`src/rtl/move_cmd_gen.sv`:
```
// Turns raw push-buttons plus a gravity timer into single-cycle move pulses.
// Includes sync/debounce, auto-repeat FSMs and a fixed-priority one-hot arbiter.
module move_cmd_gen #(
   parameter int DEBOUNCE_CYCLES = 500000,
   parameter int REPEAT_DELAY    = 15000000,
   parameter int REPEAT_RATE     = 5000000,
   parameter int GRAVITY_PERIOD  = 25000000,
   parameter int CNT_W           = 26
) (
   input  logic clk,
   input  logic reset,
   input  logic btn_left,
   input  logic btn_right,
   input  logic btn_up,
   input  logic btn_down,
   input  logic gravity_en,
   input  logic freeze,
   output logic leftSignal,
   output logic rightSignal,
   output logic upSignal,
   output logic downSignal
);
   localparam int BL = 0;
   localparam int BR = 1;
   localparam int BU = 2;
   localparam int BD = 3;

   localparam logic [CNT_W-1:0] CNT_ONE   = CNT_W'(1);
   localparam logic [CNT_W-1:0] DEB_LAST  = CNT_W'(DEBOUNCE_CYCLES - 1);
   localparam logic [CNT_W-1:0] DLY_LAST  = CNT_W'(REPEAT_DELAY - 1);
   localparam logic [CNT_W-1:0] RATE_LAST = CNT_W'(REPEAT_RATE - 1);
   localparam logic [CNT_W-1:0] GRAV_LAST = CNT_W'(GRAVITY_PERIOD - 1);

   typedef enum logic [1:0] {IDLE, DELAY, REPEAT, HELD} btn_state_t;

   logic [3:0] raw;
   logic [3:0] sync1_reg, sync2_reg;
   logic [3:0] deb;
   logic [3:0] req;
   logic [3:0] want, grant;
   logic [3:0] pend_reg, pulse_reg;
   logic [CNT_W-1:0] grav_cnt_reg;
   logic grav_req;

   assign raw = {btn_down, btn_up, btn_right, btn_left};

   always_ff @(posedge clk or posedge reset) begin
      if (reset) begin
         sync1_reg <= '0;
         sync2_reg <= '0;
      end else begin
         sync1_reg <= raw;
         sync2_reg <= sync1_reg;
      end
   end

   for (genvar gi = 0; gi < 4; gi++) begin : g_btn
      logic [CNT_W-1:0] deb_cnt_reg;
      logic             deb_reg;

      always_ff @(posedge clk or posedge reset) begin
         if (reset) begin
            deb_cnt_reg <= '0;
            deb_reg     <= 1'b0;
         end else if (sync2_reg[gi] == deb_reg) begin
            deb_cnt_reg <= '0;
         end else if (deb_cnt_reg == DEB_LAST) begin
            deb_reg     <= sync2_reg[gi];
            deb_cnt_reg <= '0;
         end else begin
            deb_cnt_reg <= deb_cnt_reg + CNT_ONE;
         end
      end

      assign deb[gi] = deb_reg;

      if (gi == BU) begin : g_rot
         // Rotate fires once per press; holding never repeats.
         btn_state_t state_reg, state_next;
         logic       req_bit;

         always_ff @(posedge clk or posedge reset) begin
            if (reset) state_reg <= IDLE;
            else       state_reg <= state_next;
         end

         always_comb begin
            state_next = state_reg;
            req_bit    = 1'b0;
            case (state_reg)
               IDLE: if (deb_reg) begin
                  req_bit    = 1'b1;
                  state_next = HELD;
               end
               HELD: if (!deb_reg) state_next = IDLE;
               default: state_next = IDLE;
            endcase
         end

         assign req[gi] = req_bit;
      end else begin : g_rep
         btn_state_t       state_reg, state_next;
         logic [CNT_W-1:0] rep_cnt_reg, rep_cnt_next;
         logic             req_bit;

         always_ff @(posedge clk or posedge reset) begin
            if (reset) begin
               state_reg   <= IDLE;
               rep_cnt_reg <= '0;
            end else begin
               state_reg   <= state_next;
               rep_cnt_reg <= rep_cnt_next;
            end
         end

         always_comb begin
            state_next   = state_reg;
            rep_cnt_next = rep_cnt_reg;
            req_bit      = 1'b0;
            case (state_reg)
               IDLE: if (deb_reg) begin
                  req_bit      = 1'b1;
                  state_next   = DELAY;
                  rep_cnt_next = '0;
               end
               DELAY: begin
                  if (!deb_reg) begin
                     state_next = IDLE;
                  end else if (rep_cnt_reg == DLY_LAST) begin
                     req_bit      = 1'b1;
                     state_next   = REPEAT;
                     rep_cnt_next = '0;
                  end else begin
                     rep_cnt_next = rep_cnt_reg + CNT_ONE;
                  end
               end
               REPEAT: begin
                  if (!deb_reg) begin
                     state_next = IDLE;
                  end else if (rep_cnt_reg == RATE_LAST) begin
                     req_bit      = 1'b1;
                     rep_cnt_next = '0;
                  end else begin
                     rep_cnt_next = rep_cnt_reg + CNT_ONE;
                  end
               end
               default: state_next = IDLE;
            endcase
         end

         assign req[gi] = req_bit;
      end
   end

   // Gravity pauses (keeps its phase) during freeze but restarts from 0 when disabled.
   always_ff @(posedge clk or posedge reset) begin
      if (reset) begin
         grav_cnt_reg <= '0;
      end else if (!gravity_en) begin
         grav_cnt_reg <= '0;
      end else if (!freeze) begin
         if (grav_cnt_reg == GRAV_LAST) grav_cnt_reg <= '0;
         else                           grav_cnt_reg <= grav_cnt_reg + CNT_ONE;
      end
   end

   assign grav_req = gravity_en & ~freeze & (grav_cnt_reg == GRAV_LAST);

   always_comb begin
      want     = pend_reg | req;
      want[BD] = want[BD] | grav_req;
      grant    = '0;
      if (want[BU])      grant[BU] = 1'b1;
      else if (want[BL]) grant[BL] = 1'b1;
      else if (want[BR]) grant[BR] = 1'b1;
      else if (want[BD]) grant[BD] = 1'b1;
   end

   always_ff @(posedge clk or posedge reset) begin
      if (reset) begin
         pend_reg  <= '0;
         pulse_reg <= '0;
      end else if (freeze) begin
         pend_reg  <= '0;
         pulse_reg <= '0;
      end else begin
         pend_reg  <= want & ~grant;
         pulse_reg <= grant;
      end
   end

   assign leftSignal  = pulse_reg[BL];
   assign rightSignal = pulse_reg[BR];
   assign upSignal    = pulse_reg[BU];
   assign downSignal  = pulse_reg[BD];
endmodule
```
`config.mk`:
```
export PLATFORM = sky130hd
export DESIGN_NAME = move_cmd_gen
export DESIGN_NICKNAME = d
export VERILOG_FILES = /design/src/rtl/move_cmd_gen.sv
export SDC_FILE = /design/constraint.sdc
export NUM_CORES = 1
export LEC_CHECK = 0
export CORE_AREA = 2 2 192 194
export DETAILED_ROUTE_END_ITERATION = 16
export DIE_AREA = 0 0 194 196
export GPL_ROUTABILITY_DRIVEN = 0
export PLACE_DENSITY = 0.58
export SYNTH_ARGS = -nofsm -noshare
export SYNTH_HDL_FRONTEND = slang
export SYNTH_SLANG_ARGS = --single-unit
```
`constraint.sdc`:
```
create_clock -name clk -period 21.1 [get_ports clk]
set_input_delay 4.22 -clock clk [delete_from_list [all_inputs] [get_ports clk]]
set_output_delay 4.22 -clock clk [all_outputs]
set_load 0.1 [all_outputs]
```
# --- Word level (Yosys, flattened, before mapping) ---
# Cells that the tools add are included.
totals:
  out_inout_bits: 4
  elab_cells: 175
  in_bits: 8
  regBits: 236
classes:
  n_eq_ne: 40
  n_reduce_logical: 18
  add_sub_neg: 8
  n_mux: 78
  n_bitwise: 11
op_table:
  columns: ["op", "n"]
  rows:
  - ["26-bit two-way mux", 26]
  - ["26-bit one-hot mux with 3 select lines", 3]
  - ["26-bit by 1-bit adder with 26-bit output, second input constant", 8]
  - ["26-bit by 19-bit equality test with 1-bit output, second input constant", 4]
  - ["26-bit by 23-bit equality test with 1-bit output, second input constant", 3]
  - ["26-bit by 24-bit equality test with 1-bit output, second input constant", 3]
  - ["2-bit two-way mux", 15]
  - ["2-bit != test, second input constant", 15]
  - ["26-bit by 25-bit equality test with 1-bit output, second input constant", 1]
  - ["1-bit two-way mux", 25]
  - ["2-bit one-hot mux with 3 select lines", 3]
  - ["4-bit AND reduction", 3]
  - ["2-bit AND reduction", 5]
  - ["3-bit != test, second input constant", 3]
  - ["1-bit one-hot mux with 3 select lines", 3]
  - ["3-bit AND reduction", 3]
  - ["3-bit nonzero test", 3]
  - ["2-bit equality test, second input constant", 4]
  - ["2-bit zero test", 4]
  - ["4-bit two-way mux", 2]
  - ["2-bit by 1-bit equality test with 1-bit output, second input constant", 3]
  - ["1-bit inverter", 5]
  - ["4-bit bitwise AND", 1]
  - ["1-bit equality test", 4]
  - ["other kinds (5)", 6]

# --- Depth between registers and ports, before layout ---
# Gate-level depths: netlist (run 1).
depth:
  ltp_word: 13
  ltp_mapped: 8
  mapped_depth_nobuf: 7

# --- Least setup slack after synthesis (run 1) ---
# Ideal clock, no wire load.
synth_timing:
  kind: "input-to-reg"
  start: "in freeze"
  end: "reg grav_cnt_reg[12]"
  stages: 6
  path_buffers: 3
  arrival_ps: 5265
  slack_ps: 15755
  required_time_ps: 21021
  setup_ps: 79
  cell_sequence: "clkbuf_1 > and2_1 > clkbuf_1 > clkbuf_1 > a21oi_1 > mux2i_1"
synth_between:
  elab_chain_len: 1
synth_lines:
  columns: ["element", "line", "source"]
  rows:
  - ["start, declared", "17", "input logic freeze,"]
  - ["2-bit != test (no line)", null, null]
  - ["end signal, assigned", "163", "else grav_cnt_reg <= grav_cnt_reg + CNT_ONE;"]
  - ["end, declared", "42", "logic [CNT_W-1:0] grav_cnt_reg;"]
# Every way passes these cells.
# A chain may end at the register's enable or synchronous reset.

# --- Final worst setup path (run 1) ---
layout_timing:
  start: "reg pulse_reg[2]"
  end: "out upSignal"
layout_rtl:
  columns: ["element", "line", "source"]
  rows:
  - ["start, declared", "41", "logic [3:0] pend_reg, pulse_reg;"]
  - ["start signal, assigned", "188", "pulse_reg <= grant;"]
  - ["end, declared", "20", "output logic upSignal,"]
# No word-level cell between the ends.

==> qor.yml, run 1 <==
power_w: 0.000985
hold_buffers: 0
async_flop_share: 1.00
min_path_type: "reg -> reg"
yosysTopAreaCellShare: 0.470
crit_arrival_ns: 2.00
p_int_w: 0.000771
seq_power_share: 0.462
grt.busiest_layer: "met2"
power_leakage_nw: 5.66
period_needed_ns: 6.22
nNetsFinal: 1343
synth-adder-area-share: 0.0211
numPortBuffers: 11
critPathLaunchType: "register"
slew_viol_final: 0
drtIter0Drc: 539
core_area_um2: 36100
cts_tree: "done"
antenna_found_initial: 0
yosysUniqueCellTypes: 67
outcome: "completed"
met1_usage: 0.199
finalHoldViolCount: 0
peakVddDrop_uv: 62.8
utilization: 0.388
synth-xor-area-share: 0.112
io_pins: 12
path_buf_inv: 1
syn-num-nets: 1346
start_util: 0.345
synthFlopType: "dfrtp_1"
clkPwrFrac: 0.516
synth_top_family_by_area: "simple AND/OR/NAND/NOR gates"
drtAntennaViolNets: 0
synthMuxAreaShare: 0.00934
grt_util_met3: 0.0232
antenna_cells: 0
placed_area_um2: 13000
yosysMostFrequentCell: "dfrtp_1"
vias: 9477
cts_resized: 0
slowest_delay_ns: 1.12
endpoint_kind: "output pin"
cts_buffers: 29
setup_tns_ns: 0
die_area_um2: 38000
path_cells: "clkdlybuf4s50_1"
netlist_top_cells_count: "dfrtp_1, nor2_1, nand2_1"
area_delta_synth_final_pct: 12.3
synth_cells: 1317
ys_seq_area_frac: 0.470
drtPass1Iterations: 5
clkSinkCount: 234
grt_pass1_wl_um: 45900
grt.total_usage: 0.140
combinationalPowerShare: 0.022
synth_edf_count: 0
via_per_inst: 5.25
fin_hold_ws_ns: 0.349
grt_max_degree: 117
syn_area_per_cell_um2: 9.46
clk_pin_slew_ns: 0.06
post_cts_buffers: 0
swShare: 0.217
synth_top_cell_by_area: "dfrtp_1"
cp_max_fo: 1
final_cell_area_um2: 14000
largest_reg_flops: 104
drv_cap: 0
crit_type: "reg -> out"
cp_top_family: "buffers and inverters"
rows: 70
powerDensity_nw_per_um2: 70.3
synthSimpleGateAreaFrac: 0.271
rsz0062_at_grt: "false"
drive_gt1_frac: 0.0636
p_sw_w: 0.000214
synth_warnings: 0
insertion_delay_ns: 0.56
dieWidth_um: 194
grt_overflow: 0
required_ns: 16.88
period_share: 0.295
synth_compound_area_frac: 0.0860
worst_pin_slew_ns: 1.22
htree_levels: 1
fmax_ghz: 0.161
netlist_area_um2: 12500
drc: 0
met2_usage: 0.223
drt_wl_total_um: 26000
cpMaxStageDelayCell: "clkdlybuf4s50_1"
grt_pass1_vias: 9281
die_h_um: 196
finalSetupViolCount: 0
skew_ns: 0.0122
synth.area.top_cells: "dfrtp_1, xor2_1, xnor2_1"
wl_per_cell_um: 14.4
clk_path_buf_depth: 3
clockRootBuffer: "clkbuf_16"
max_slew_margin: 0.183
dp_hpwl_um: 16700
ys_seq_elements: 234
## power by group through the flow
stage	Sequential, W	Combinational [W]	Clock, W
floorplan	0.000462	0.0000164	0
global placement	0.000462	0.0000228	0
detailed placement	0.000463	0.0000232	0
CTS	0.000454	0.0000234	0.000525
global route	0.000455	0.0000262	0.000544
finish	0.000455	0.0000221	0.000508
## through the flow
stage | worst slack [ns] | std cells
2_1_floorplan | 10.46 | 1317
3_3_place_gp | 14.69 | 1751
3_5_place_dp | 14.66 | 1751
4_1_cts | 14.85 | 1805
5_1_grt | 14.83 | 1805
6_report | 14.88 | 1805
## layout by cell type, fill, tap and decap left out, types with 5 or more instances in the layout
cell type	instances
buf_4	12
dfrtp_1	234
nor4_1	41
mux2i_1	6
clkbuf_1	6
or2_2	5
or3_1	16
nand2_1	110
nor3_1	47
mux2_2	5
clkbuf_16	29
or4_1	8
o2111ai_1	10
and4_1	18
clkbuf_8	7
nand4_1	67
and3_1	36
clkdlybuf4s50_1	11
inv_1	35
xor2_1	83
nor3b_1	7
xnor2_1	76
o21ai_0	32
a21oi_1	47
and2_1	13
nand3_1	67
o211ai_1	16
nand2b_1	6
clkinv_2	6
nor4b_1	12
a21o_1	11
o311ai_0	5
a31oi_1	6
nor2_1	155
ha_1	21
## logic make-up after synthesis
logic type,Yosys count
fa+ha+maj,21
flops,234
simple gates,637
buf+inv,93
xor+xnor,159
mux,11
compound gates,162
## routing by layer
metal | up-vias | part of all wire
li1 | 4698 | -
met1 | 4610 | 0.49
met4 | 0 | 0.019
met2 | 131 | 0.45
met3 | 38 | 0.043
met5 | - | 0
## worst paths after layout
kind	end	slack [ns]	from	cells past startpoint
setup / recovery	upSignal	14.88	pulse_reg[2]	1
hold / removal	sync2_reg[3]	0.35	sync1_reg[3]	0
setup reg to reg	g_btn[1].g_rep.rep_cnt_reg[10]	18.44	g_btn[1].g_rep.rep_cnt_reg[15]	5
hold reg to reg	sync2_reg[3]	0.35	sync1_reg[3]	0
max in group asynchronous	g_btn[1].deb_cnt_reg[15]	15.36	reset	3
min in group asynchronous	g_btn[1].deb_cnt_reg[12]	4.21	reset	2
## area by class of cell
class	instances	area [um^2]
fillers	3570	22100
multi-input cells	990	6220
flip-flops and latches	234	5860
clock buffers	42	845
well taps	468	586
repair buffers	23	200
clock inverters	12	146
inverters	36	143
Note: power is estimated with default switching activity, not from simulation.
==> inputs of run 2 (changes only) <==
--- a/config.mk
+++ b/config.mk
@@ -9,7 +9,7 @@
 export DETAILED_ROUTE_END_ITERATION = 16
 export DIE_AREA = 0 0 194 196
 export GPL_ROUTABILITY_DRIVEN = 0
-export PLACE_DENSITY = 0.58
+export PLACE_DENSITY = 0.6
 export SYNTH_ARGS = -nofsm -noshare
 export SYNTH_HDL_FRONTEND = slang
 export SYNTH_SLANG_ARGS = --single-unit
==> constraint.sdc (replaced) <==
create_clock -name clk -period 5.7 [get_ports clk]
set_input_delay 1.14 -clock clk [delete_from_list [all_inputs] [get_ports clk]]
set_output_delay 1.14 -clock clk [all_outputs]
set_load 0.1 [all_outputs]
==> qor.yml, run 2 (synthesized netlist as in run 1, its figures left out) <==
clk_path_buf_depth: 3
dp_cells: 1750
post_cts_buffers: 0
dp_hpwl_um: 16800
drtAntennaViolNets: 0
core_area_um2: 36100
r2r_cells: 7
drive_gt1_frac: 0.0558
max_slew_margin: 0.172
io_pins: 12
setup_ws_ns: 2.44
critPathLaunchType: "register"
cts_resized: 0
holdPathEnd: "sync2_reg[1]"
finalHoldViolCount: 0
clk_pin_slew_ns: 0.05
worst_pin_slew_ns: 1.23
crit_type: "reg -> out"
period_share: 0.572
regToRegStartpoint: "g_btn[0].g_rep.rep_cnt_reg[0]"
powerDensity_nw_per_um2: 248
wl_per_cell_um: 14.6
drv_cap: 0
die_h_um: 196
layout_common_cells: "dfrtp_1, nor2_1, nand2_1"
antenna_cells: 0
drc: 0
cpMaxStageDelayCell: "clkdlybuf4s50_1"
path_buf_inv: 1
area_delta_synth_final_pct: 11.2
vias: 9553
placed_area_um2: 13000
p_int_w: 0.00270
pre_cts_ws_ns: 2.63
clockRootBuffer: "clkbuf_16"
required_ns: 4.56
rsz0062_at_grt: "false"
power_w: 0.00344
grt_pass1_vias: 9359
period_needed_ns: 3.26
antenna_found_initial: 0
htree_levels: 1
power_leakage_nw: 5.58
outcome: "completed"
hold_buffers: 0
final_cell_area_um2: 13900
rr_endpoint: "g_btn[0].g_rep.rep_cnt_reg[10]"
dieWidth_um: 194
numPortBuffers: 11
p_sw_w: 0.000738
peakVddDrop_uv: 286
largest_reg_flops: 104
cts_buffers: 27
drtPass1Iterations: 6
clkSinkCount: 234
skew_ns: 0.0126
endpoint_kind: "output pin"
finalSetupViolCount: 0
insertion_delay_ns: 0.53
crit_arrival_ns: 2.12
path_cells: "clkdlybuf4s50_1"
grt.total_usage: 0.138
setup_tns_ns: 0
layout_commonest_cell: "dfrtp_1"
start_util: 0.345
cts_tree: "done"
fin_cells: 1795
hold_depth: 0
swShare: 0.215
rows: 70
slew_viol_final: 0
r2r_slack_ns: 2.83
cp_max_fo: 1
grt_overflow: 0
grt_pass1_wl_um: 45500
die_area_um2: 38000
clkPwrFrac: 0.487
drt_wl_total_um: 26100
holdCritStartpoint: "sync1_reg[1]"
drtIter0Drc: 516
nNetsFinal: 1340
fmax_ghz: 0.306
min_path_type: "reg -> reg"
via_per_inst: 5.32
slowest_delay_ns: 1.17
combinationalPowerShare: 0.024
cp_top_family: "buffers and inverters"
seq_power_share: 0.489
grt_max_degree: 95
[run 2: stage by stage]
stage,utilization,hold slack (ns)
final,0.384,0.346
after floorplan,-,0.331
after global routing,0.384,0.359
after detailed placement,0.361,0.335
after CTS,0.384,0.348
after global placement,0.361,0.338
[run 2: power groups by stage]
stage	sequential, W	combinational, W	clock [W]
3_3_place_gp	0.00171	0.0000860	0
5_1_grt	0.00168	0.0000987	0.00180
4_1_cts	0.00168	0.0000877	0.00174
2_1_floorplan	0.00171	0.0000611	0
3_5_place_dp	0.00171	0.0000874	0
6_report	0.00168	0.0000830	0.00168
[run 2: worst max-delay path by stage]
stage	startpoint	endpoint	slack, ns	depth (start not counted)
6_report	pulse_reg[1]	rightSignal	2.44	1
2_1_floorplan	reset	g_btn[0].deb_cnt_reg[0]	1.50	1
3_3_place_gp	freeze	grav_cnt_reg[23]	2.64	5
3_5_place_dp	freeze	grav_cnt_reg[23]	2.63	5
4_1_cts	pulse_reg[1]	rightSignal	2.38	1
5_1_grt	pulse_reg[1]	rightSignal	2.39	1
[run 2: cell type report]
type | instances | area, um^2
clock inverters | 3 | 43.8
repair buffers | 22 | 205
multi-input cells | 990 | 6220
clock buffers | 42 | 812
inverters | 36 | 139
fillers | 3576 | 22200
flip-flops and latches | 234 | 5860
well taps | 468 | 586
[run 2: metal layers]
metal  part of all wire  global-route usage
met5                  0                   0
met4              0.024              0.0396
met3              0.031              0.0215
met2               0.45               0.222
met1               0.49               0.194
==> variant 1 (settings of run 1) <==
Re-encode `btn_state_t` (4 states) as one-hot, 4 bits wide.
--- a/src/rtl/move_cmd_gen.sv
+++ b/src/rtl/move_cmd_gen.sv
@@ -32,5 +32,5 @@
    localparam logic [CNT_W-1:0] GRAV_LAST = CNT_W'(GRAVITY_PERIOD - 1);
 
-   typedef enum logic [1:0] {IDLE, DELAY, REPEAT, HELD} btn_state_t;
+   typedef enum logic [3:0] {IDLE = 4'b0001, DELAY = 4'b0010, REPEAT = 4'b0100, HELD = 4'b1000} btn_state_t;
 
    logic [3:0] raw;
Behaviour: no difference found for any inputs over 10 cycles, from zero or initial values and one cycle with reset high; not proved beyond that.
==> variant 1 against run 1 <==
- wire length shrank 1.9%
- via count shrank 2.3%
- final area shrank 0.97%
- final cell count shrank 0.78%
- synthesized cell count shrank 1.7%
- fmax shrank 0.61%
- sequential cell count grew 4
- setup slack lost 0.038 ns
- area after synthesis shrank 1.6%
- total power grew 3.7%
==> variant 1: results (changes against run 1) <==
The run finished with clean final reports. The detail-routed net length per standard cell came out at 14.3 microns (-1.1%). The post-detailed-placement half-perimeter wirelength is 16.4 mm (-2.3%). The worst setup slack before clock tree synthesis is 14.72 ns (+0.0589 ns). The highest achievable clock rate is 0.160 GHz (-0.61%).

The complex-gate fraction of the synthesized area is 0.0602 (-0.0258). The flop-to-flop setup slack is 18.30 ns (-0.14 ns). The via-per-instance ratio came out at 5.17 (-1.6%). The global-route wire length before repair is 45.3 mm (-1.3%). The share of layout cells above drive strength 1 is 0.0627 (-0.000839). The xor/xnor cell area share of the yosys netlist came out at 0.118 (+0.00611).

The worst clock skew is 0.0191 ns (+0.00685 ns). The number of fill cells in the layout is 3605 (+0.98%). Sorting the synthesized cells by how often they occur yields sky130_fd_sc_hd__dfrtp_1, sky130_fd_sc_hd__nor2_1, sky130_fd_sc_hd__nand2_1, sky130_fd_sc_hd__xnor2_1, sky130_fd_sc_hd__nand3_1. The largest net degree at the start of global routing came out at 114 (-2.6%).

The area share of fa/ha/maj cells after synthesis came to 0.00816 (-0.0129). The sequential cell area fraction in the yosys report is 0.486 (+0.0162). Sorting the synthesized cells by area gives the leading types as sky130_fd_sc_hd__dfrtp_1, sky130_fd_sc_hd__xnor2_1, sky130_fd_sc_hd__nor2_1, sky130_fd_sc_hd__xor2_1, sky130_fd_sc_hd__nand4_1. The number of nets in the final layout came out at 1316 (-2.0%). The arrival time at the worst endpoint came out at 2.04 ns (+0.04 ns).

The leakage power summed over all cells came out at 5.67 nW (+0.26%). The via count of the first global-routing pass came out at 9168 (-1.2%). The count of synthesis-stage warnings from yosys is 0 (unchanged). The number of DRC violations after detailed-routing iteration 0 is 540 (+0.19%). The worst vdd rail ir drop came out at 0.0572 mV (-8.9%).
[variant 1: final timing paths]
kind / startpoint / endpoint
setup / recovery: pulse_reg[1] / rightSignal
hold / removal: sync1_reg[1] / sync2_reg[1]
setup reg to reg: g_btn[2].deb_cnt_reg[23] / g_btn[2].deb_cnt_reg[8]
hold reg to reg: sync1_reg[1] / sync2_reg[1]
max in group asynchronous: reset / g_btn[0].deb_cnt_reg[9]
min in group asynchronous: reset / sync1_reg[1]
[variant 1: report_power, final]
| part | total (mW) | leakage, nW | switching [mW] | internal (mW) |
|---|---|---|---|---|
| Sequential | 0.462 | 3.28 | 0.00254 | 0.460 |
| Clock | 0.536 | 0.502 | 0.200 | 0.336 |
| Combinational | 0.0224 | 1.89 | 0.0172 | 0.00518 |
| Total | 1.02 | 5.67 | 0.220 | 0.801 |
[variant 1: worst register-to-register path, delay by kind of cell (launching register included)]
family           cells  cell delay [ns]
DFF                  1             0.41
and+or+nand+nor      5             2.23
[variant 1: kinds of logic (layout without fill, tap and decap cells)]
family,Yosys count,in the layout
DFF,238,238
buffers and inverters,78,106
and+or+nand+nor,681,681
adders and majority gates,8,8
muxes,9,9
xor gates and xnor gates,165,165
AOI/OAI and AO/OA,116,116
[variant 1: per-layer routing]
metal | routed length (microns) | vias to the layer above | global-route usage
met2 | 11700 | 107 | 0.224
met1 | 12400 | 4501 | 0.191
met4 | 654 | 0 | 0.0424
met3 | 772 | 44 | 0.0198
met5 | 0 | - | 0
li1 | - | 4604 | -
[variant 1: final cells by class]
class / instances / area [sq um] / area share
Tap cell: 468 / 586 / 0.0422
Clock buffer: 37 / 786 / 0.0567
Multi-Input combinational cell: 979 / 5980 / 0.432
Sequential cell: 238 / 5960 / 0.430
Clock inverter: 17 / 250 / 0.0181
Timing Repair Buffer: 18 / 163 / 0.0117
Inverter: 34 / 135 / 0.00975
[variant 1: stage by stage]
step,area (sq um),hold slack [ns],util,cells,total power [mW]
3_5_place_dp,12800,0.336,0.355,1737,0.494
5_1_grt,13900,0.365,0.384,1791,1.06
6_report,13900,0.347,0.384,1791,1.02
2_1_floorplan,12300,0.331,-,1295,0.487
4_1_cts,13900,0.350,0.384,1791,1.04
3_3_place_gp,12800,0.343,0.355,1737,0.494
==> variant 2 (settings of run 1) <==
Without the edit above. The parameter `CNT_W` goes from 26 to 13.
--- a/src/rtl/move_cmd_gen.sv
+++ b/src/rtl/move_cmd_gen.sv
@@ -6,5 +6,5 @@
    parameter int REPEAT_RATE     = 5000000,
    parameter int GRAVITY_PERIOD  = 25000000,
-   parameter int CNT_W           = 26
+   parameter int CNT_W           = 13
 ) (
    input  logic clk,
Function: same outputs for any inputs over 10 cycles, from zero or initial values and one cycle with reset high; that may be too few to reach the edited logic, so the function may still have changed.
==> variant 2 against run 1 <==
- hold slack got worse by 0.0015 ns
- first-iteration DRC count down 40%
- sequential cell count decreased by 104
- wire length down 49%
- final area decreased by 43%
- area after synthesis decreased by 46%
- total power shrank 42%
- setup slack improved by 0.099 ns
- core utilization shrank 17 points
- sequential share of layout area down 0.80 points
- largest power group unchanged
==> variant 2: results (changes against run 1) <==
The number of nets in the final layout is 741 (-45%). The maximum buffer depth of the clock tree was 2 (-1). The largest net degree at the start of global routing is 75 (-36%). In the synthesized netlist, the cells that appear most often are sky130_fd_sc_hd__dfrtp_1, sky130_fd_sc_hd__nor2_1, sky130_fd_sc_hd__nand2_1. The post-detailed-placement half-perimeter wirelength came to 8.99 mm (-46%).

The number of fill cells in the layout came out at 3887 (+8.9%). The number of buffers created by CTS is 17 (-41%). The arrival time at the worst endpoint is 1.90 ns (-0.10 ns). The global-route wire length before repair is 23.5 mm (-49%). The share of layout cells above drive strength 1 came out at 0.0759 (+0.0123). The wire length after detailed routing came to 13.2 mm (-49%). The clock latency on the worst-skew pair is 0.41 ns (-0.15 ns). The normalized max-slew margin came out at 0.349 (+0.166). The power share of the clock group is 0.527 (+0.011). The deepest level of the CTS H-tree came to 4 (+3).

The flow ran to the end, and the final reports show no timing, DRC or antenna violations. The worst vdd rail ir drop is 0.0428 mV (-32%). By area the synthesized netlist is led by sky130_fd_sc_hd__dfrtp_1, sky130_fd_sc_hd__nor2_1, sky130_fd_sc_hd__ha_1, sky130_fd_sc_hd__xor2_1, sky130_fd_sc_hd__nand2_1. The flop-to-flop setup slack is 18.65 ns (+0.21 ns). The overall global routing resource usage came out at 0.0733 (-0.0662). The critical register-to-register path startpoint is g_btn[3].g_rep.state_reg[1]. The worst hold path begins at sync1_reg[1]. The flip-flop count of the largest register after layout is 52 (-50%). The leakage power summed over all cells is 3.16 nW (-44%). The number of DRC violations after detailed-routing iteration 0 is 326 (-40%). The count of distinct cell types in the synthesized netlist is 61 (-9.0%).
[variant 2: layout make-up]
cell class	count	area share
Multi-Input combinational cell	531	0.415
Sequential cell	130	0.410
Tap cell	468	0.0739
Clock buffer	17	0.0537
Clock inverter	15	0.0218
Timing Repair Buffer	13	0.0158
Inverter	19	0.00963
[variant 2: through the flow]
step	hold WS (ns)	area, sq um	std cells	utilization	power [mW]
floorplan	0.331	6690	695	-	0.270
global placement	0.337	7330	1161	0.203	0.275
detailed placement	0.335	7330	1161	0.203	0.275
CTS	0.349	7930	1193	0.220	0.579
global route	0.356	7930	1193	0.220	0.592
finish	0.347	7930	1193	0.220	0.570
[variant 2: cells by family (layout without fill, tap and decap cells)]
logic type,Yosys count,count (layout),synth area share
adder cells (fa/ha/maj),21,21,0.0393
AO/OA/AOI/OAI,120,120,0.116
AND/OR/NAND/NOR,329,329,0.255
flip-flops,130,130,0.486
XOR/XNOR,54,54,0.0707
multiplexers,7,7,0.0114
buffers and inverters,34,64,0.0221
[variant 2: worst max path at each step]
stage                 startpoint                      end  slack, ns  depth (start not counted)
floorplan                  reset  g_btn[0].deb_cnt_reg[0]      13.41                          1
global placement           reset  g_btn[2].deb_cnt_reg[2]      14.97                          3
detailed placement         reset             sync2_reg[2]      14.96                          3
CTS                 pulse_reg[2]                 upSignal      14.93                          1
global route        pulse_reg[2]                 upSignal      14.91                          1
finish              pulse_reg[2]                 upSignal      14.98                          1
[variant 2: metal layers]
metal,share of wire,track usage
met3,0.024,0.0156
met5,0,0
met4,0.016,0.0311
met1,0.48,0.0926
met2,0.48,0.121
